--- config.mk ---
export PLATFORM = sky130hd
export DESIGN_NAME = booth_mul_seq
export DESIGN_NICKNAME = d
export VERILOG_FILES = /design/src/rtl/booth_mul_seq.sv
export SDC_FILE = /design/constraint.sdc
export NUM_CORES = 1
export LEC_CHECK = 0
export ABC_CLOCK_PERIOD_IN_PS = 18300
export BUFFER_PORTS_ARGS = -buffer_cell sky130_fd_sc_hd__buf_2
export CAP_MARGIN = 20
export CORE_MARGIN = 2
export CORE_UTILIZATION = 56
export CTS_CLUSTER_SIZE = 40
export DETAILED_ROUTE_END_ITERATION = 8
export PLACE_DENSITY = 0.8
export SLEW_MARGIN = 25
export SYNTH_ARGS = -nofsm -noshare
export SYNTH_HDL_FRONTEND = slang
export SYNTH_HIERARCHICAL = 1
export SYNTH_SLANG_ARGS = --single-unit
--- constraint.sdc ---
create_clock -name clk -period 18.3 [get_ports clk]
set_input_delay 3.66 -clock clk [delete_from_list [all_inputs] [get_ports clk]]
set_output_delay 3.66 -clock clk [all_outputs]
set_load 0.01 [all_outputs]
--- src/rtl/booth_mul_seq.sv ---
// ---------------------------------------------------------------------------
// booth_mul_seq
//   Sequential signed 32x32 -> 64-bit multiplier, radix-2 Booth recoding.
//   One Booth step per clock through a 32-bit ripple adder (adder_32_bit).
//   A 33-bit partial accumulator keeps M = 0x80000000 exact.
//   One operation in flight, with a start/busy/done handshake.
//
// Optional feature macro: ZERO_SKIP_EN
//   Defined   : a zero operand at accept goes straight to DONE with hi=lo=0.
//               done rises the cycle after the accepting edge, and busy is
//               never asserted for that operation.
//   Undefined : zero operands run the full 32 iterations.
//
// Ports (booth_mul_seq)
//   clk          in   rising-edge clock
//   clr          in   asynchronous active-high reset
//   start        in   request; sampled only in IDLE or DONE
//   multiplicand in   M, two's complement, captured on an accepted start
//   multiplier   in   Q, two's complement, captured on an accepted start
//   busy         out  high while running iterations
//   done         out  one-cycle pulse; hi/lo valid from this cycle on
//   hi / lo      out  product[63:32] / product[31:0]; held until the next
//                     completion or clr
//
// Ports (adder_32_bit)
//   a, b, cin    in   addends and carry-in
//   sum, cout    out  32-bit sum and carry-out
// ---------------------------------------------------------------------------

module adder_32_bit (
    input  logic [31:0] a,
    input  logic [31:0] b,
    input  logic        cin,
    output logic [31:0] sum,
    output logic        cout
);
    logic [32:0] carry;

    assign carry[0] = cin;

    // Plain ripple-carry chain
    for (genvar gi = 0; gi < 32; gi++) begin : g_fa
        assign sum[gi]       = a[gi] ^ b[gi] ^ carry[gi];
        assign carry[gi + 1] = (a[gi] & b[gi]) | (carry[gi] & (a[gi] ^ b[gi]));
    end

    assign cout = carry[32];
endmodule

module booth_mul_seq #(
    parameter int WIDTH = 32,
    parameter int CNT_W = 6
) (
    input  logic             clk,
    input  logic             clr,
    input  logic             start,
    input  logic [WIDTH-1:0] multiplicand,
    input  logic [WIDTH-1:0] multiplier,
    output logic             busy,
    output logic             done,
    output logic [WIDTH-1:0] hi,
    output logic [WIDTH-1:0] lo
);
    typedef enum logic [1:0] {
        S_IDLE = 2'd0,
        S_RUN  = 2'd1,
        S_DONE = 2'd2
    } state_t;

    state_t           state_q, state_d;
    logic [WIDTH:0]   a_q, a_d;
    logic [WIDTH-1:0] qr_q, qr_d;
    logic             q1_q, q1_d;
    logic [WIDTH-1:0] mr_q, mr_d;
    logic [CNT_W-1:0] count_q, count_d;
    logic [WIDTH-1:0] hi_q, hi_d;
    logic [WIDTH-1:0] lo_q, lo_d;
    logic             busy_q, busy_d;
    logic             done_q, done_d;

    logic [WIDTH-1:0] b_op;
    logic             cin_op;
    logic [WIDTH-1:0] add_sum;
    logic             add_cout;
    logic [WIDTH:0]   a_sum;
    logic [WIDTH:0]   a_shift;
    logic [WIDTH-1:0] qr_shift;
    logic             zero_op;

    // Booth recoding of {Qr[0], q_1}: 01 adds M, 10 subtracts M (~M + 1)
    always_comb begin
        b_op   = '0;
        cin_op = 1'b0;
        case ({qr_q[0], q1_q})
            2'b01: begin
                b_op   = mr_q;
                cin_op = 1'b0;
            end
            2'b10: begin
                b_op   = ~mr_q;
                cin_op = 1'b1;
            end
            default: begin
                b_op   = '0;
                cin_op = 1'b0;
            end
        endcase
    end

    adder_32_bit u_adder (
        .a   (a_q[WIDTH-1:0]),
        .b   (b_op),
        .cin (cin_op),
        .sum (add_sum),
        .cout(add_cout)
    );

    // Bit 32 of the 33-bit sum: A[32] + sign-extension of b + carry out of
    // the low 32 bits, all modulo 2.
    assign a_sum    = {a_q[WIDTH] ^ b_op[WIDTH-1] ^ add_cout, add_sum};

    // Arithmetic right shift of {A, Qr, q_1}
    assign a_shift  = {a_sum[WIDTH], a_sum[WIDTH:1]};
    assign qr_shift = {a_sum[0], qr_q[WIDTH-1:1]};

    assign zero_op  = (multiplicand == '0) || (multiplier == '0);

    always_comb begin
        state_d = state_q;
        a_d     = a_q;
        qr_d    = qr_q;
        q1_d    = q1_q;
        mr_d    = mr_q;
        count_d = count_q;
        hi_d    = hi_q;
        lo_d    = lo_q;

        case (state_q)
            S_IDLE, S_DONE: begin
                if (start) begin
                    a_d     = '0;
                    qr_d    = multiplier;
                    q1_d    = 1'b0;
                    mr_d    = multiplicand;
                    count_d = '0;
`ifdef ZERO_SKIP_EN
                    if (zero_op) begin
                        state_d = S_DONE;
                        hi_d    = '0;
                        lo_d    = '0;
                    end else begin
                        state_d = S_RUN;
                    end
`else
                    state_d = S_RUN;
`endif
                end else begin
                    state_d = S_IDLE;
                end
            end
            S_RUN: begin
                a_d     = a_shift;
                qr_d    = qr_shift;
                q1_d    = qr_q[0];
                count_d = count_q + CNT_W'(1);
                if (count_q == CNT_W'(WIDTH - 1)) begin
                    state_d = S_DONE;
                    hi_d    = a_shift[WIDTH-1:0];
                    lo_d    = qr_shift;
                end
            end
            default: begin
                state_d = S_IDLE;
            end
        endcase

        busy_d = (state_d == S_RUN);
        done_d = (state_d == S_DONE);
    end

    // zero_op only steers the next state when zero skipping is built in
    logic unused_zero;
`ifdef ZERO_SKIP_EN
    assign unused_zero = 1'b0;
`else
    assign unused_zero = zero_op;
`endif

    always_ff @(posedge clk or posedge clr) begin
        if (clr) begin
            state_q <= S_IDLE;
            a_q     <= '0;
            qr_q    <= '0;
            q1_q    <= 1'b0;
            mr_q    <= '0;
            count_q <= '0;
            hi_q    <= '0;
            lo_q    <= '0;
            busy_q  <= 1'b0;
            done_q  <= 1'b0;
        end else begin
            state_q <= state_d;
            a_q     <= a_d;
            qr_q    <= qr_d;
            q1_q    <= q1_d;
            mr_q    <= mr_d;
            count_q <= count_d;
            hi_q    <= hi_d;
            lo_q    <= lo_d;
            busy_q  <= busy_d;
            done_q  <= done_d;
        end
    end

    assign busy = busy_q;
    assign done = done_q;
    assign hi   = hi_q;
    assign lo   = lo_q;
endmodule

==> flow_metrics.env <==
export IMPL_die_width_um=120
export IMPL_grt_usage_pct=23.3
export IMPL_syn_nets=739
export IMPL_syn_to_final_growth_pct=18.6
export IMPL_critPathTopFamily="adder cells"
export IMPL_final_hold_viol_count=0
export IMPL_drtPass1Iterations=5
export IMPL_post_cts_buffers=0
export IMPL_worstPathRequired_ps=18610
export IMPL_met2_length_um=7370
export IMPL_crit_buf_inv=5
export IMPL_critPathCaptureType="register"
export IMPL_vias=5138
export IMPL_place_gp_congestion=0.785
export IMPL_grt_pass1_vias=5303
export IMPL_io_pins=133
export IMPL_grt_pass1_wl_um=26000
export IMPL_synth_area_um2=7500
export IMPL_core_area_um2=13100
export IMPL_die_y_um=120
export IMPL_clk_pin_slew_worst_paths_ps=60
export IMPL_hold_path_class="register to register"
export IMPL_ys_seq_elements=171
export IMPL_p_per_area_nw_per_um2=194
export IMPL_finalCriticalPeriod_ps=14150
export IMPL_outcome="completed"
export IMPL_tightest_slew_ps=937
export IMPL_worstSetupStartpointType="register"
export IMPL_final_antenna_net_count=0
export IMPL_cp_common_cell="fa_1"
export IMPL_drc=0
export IMPL_critical_path_max_fanout=32
export IMPL_root_buffer="clkbuf_16"
export IMPL_finalSetupTns_ps=0
export IMPL_cts_resized=0
export IMPL_grt_max_degree=110
export IMPL_cp_data_arrival_time_ps=14460
export IMPL_highest_layer="met5"
export IMPL_cts_path_max_buffers=2
export IMPL_drive_above_1_share_pct=25.2
export IMPL_relSlewSlack_pct=37.4
export IMPL_finish_utilization_pct=67.8
export IMPL_cts_buffers=17
export IMPL_finalMaxSlewViolations=0
export IMPL_leakagePower_nw=4.26
export IMPL_dp_hpwl_um=10200
export IMPL_setup_viol=0
export IMPL_via_per_inst=5.41
export IMPL_drt_total_wl_um=15600
export IMPL_multi_input_area_um2=3000
export IMPL_ctsHoldBuffers=0
export IMPL_crit_type="register to register"
export IMPL_irDropWorstVdd_v=0.0000843
export IMPL_syn_inst=639
export IMPL_grt_overflow=0
export IMPL_drt_met1_wl_um=6940
export IMPL_antenna_found_initial=1
export IMPL_cts_sinks=171
export IMPL_grt_setup_unrepaired="no"
export IMPL_dieArea_um2=14300
export IMPL_ys_seq_area_share_pct=57.0
export IMPL_n_antenna_cell=0
export IMPL_routed_wl_met3_um=980
export IMPL_cap_violations=0
export IMPL_rows=42
export IMPL_portBuffers=132
export IMPL_cts_htree_levels=4
export IMPL_finalCritPeriodShare_pct=77.3
export IMPL_ys_warn_count=6
export IMPL_cts_tree="yes"
export IMPL_cpPeakStageDelay_ps=430
export IMPL_wire_per_inst_um=16.4
export IMPL_seq_area_um2=4280
export IMPL_skew_ps=6.98
export IMPL_clock_latency_ps=420
export IMPL_fmax_mhz=70.7
export IMPL_syn_avg_cell_area_um2=11.7
export IMPL_fillers=993
export IMPL_initial_utilization_pct=57.1
export IMPL_nNetsFinal=860
export IMPL_drt_iter0_drc=325
export IMPL_cp_slowest_cell="fa_1"
export IMPL_yosysUniqueCellTypes=28
## state kept, by name, indices dropped and copies added, names as in the netlist
name,count
mr_q,32
state_q,2
count_q,6
qr_q,32
a_q,32
done,1
hi,32
busy,1
q1_q,1
lo,32
## synthesized netlist by cell type
master	instances	area (µm²)
nand2_1	196	736
dfrtp_1	171	4280
mux2_1	48	541
o21ai_0	37	185
a22o_1	34	298
a22oi_1	32	240
fa_1	32	641
clkbuf_1	16	60.1
mux2_2	16	180
inv_1	13	48.8
buf_2	10	50.1
buf_1	5	18.8
buf_6	5	56.3
buf_4	3	22.5
nand2b_1	3	18.8
nand4_1	3	18.8
nor2b_1	3	18.8
nand3_1	2	10.0
ha_1	1	12.5
mux2i_1	1	10.0
nor2_1	1	3.75
nor2_2	1	6.26
nor3_1	1	5.00
nor3_2	1	10.0
o211ai_1	1	7.51
o31ai_1	1	7.51
xnor2_1	1	8.76
xor2_1	1	8.76
## final cells by class
class | count | area share, %
flip-flops and latches | 171 | 48.1
clock buffers | 23 | 5.71
multi-input cells | 416 | 33.7
clock inverters | 9 | 1.24
inverters | 13 | 0.633
well taps | 176 | 2.47
repair buffers | 141 | 8.22
## cells in the final DEF, fill, tap and decap left out, drive strengths merged
master    netlist  routed
mux2           64      64
inv            13      13
ha              1       1
clkbuf         16      23
clkinv          0       1
o21ai          37      37
nor2            2       2
xor2            1       1
a22o           34      34
nor2b           3       3
clkinvlp        0       6
mux2i           1       1
buf            23     141
o31ai           1       1
nand2b          3       3
o211ai          1       1
dfrtp         171     171
nand2         196     196
fa             32      32
nor3            2       2
a22oi          32      32
bufinv          0       2
nand4           3       3
nand3           2       2
xnor2           1       1
## per-stage QoR
| stage | setup slack, ps | instance area, µm² | power (mW) | hold WS, ps | instances |
|---|---|---|---|---|---|
| final | 4150 | 8900 | 1.72 | 478 | 949 |
| after global routing | 3680 | 8900 | 1.85 | 495 | 949 |
| after CTS | 4220 | 8890 | 1.74 | 484 | 948 |
| after detailed placement | 4300 | 8270 | 1.36 | 470 | 916 |
| after global placement | 4480 | 8270 | 1.31 | 461 | 916 |
| after floorplan | 4900 | 7500 | 1.12 | 462 | 639 |
## kinds of logic after synthesis
family	synth area share, %
DFF	57.0
xor gates and xnor gates	0.234
AOI/OAI and AO/OA	9.84
and+or+nand+nor	11.0
muxes	9.74
adders and majority gates	8.71
buffers and inverters	3.42
## power by group
part           internal (mW)  switching [mW]  total, mW
sequential             0.556           0.117      0.673
clock                  0.223           0.144      0.366
combinational          0.343           0.341      0.684
## worst paths after layout
kind / depth (start not counted) / to / slack [ps] / start
worst min-delay path: 1 / lo[10] / 480 / lo[10]
max in group asynchronous: 3 / lo[4] / 13690 / clr
worst max-delay path: 43 / hi[31] / 4150 / q1_q
worst max register to register: 43 / hi[31] / 4150 / q1_q
min in group asynchronous: 2 / hi[23] / 3350 / clr
worst min register to register: 1 / lo[10] / 480 / lo[10]
## per-layer routing
metal | up-vias | global-route usage (%)
met5 | - | 0
met4 | 2 | 9.26
met3 | 28 | 5.32
met2 | 178 | 36.8
met1 | 2539 | 31.6
li1 | 2391 | -
Note: power is estimated with default switching activity, not from simulation.
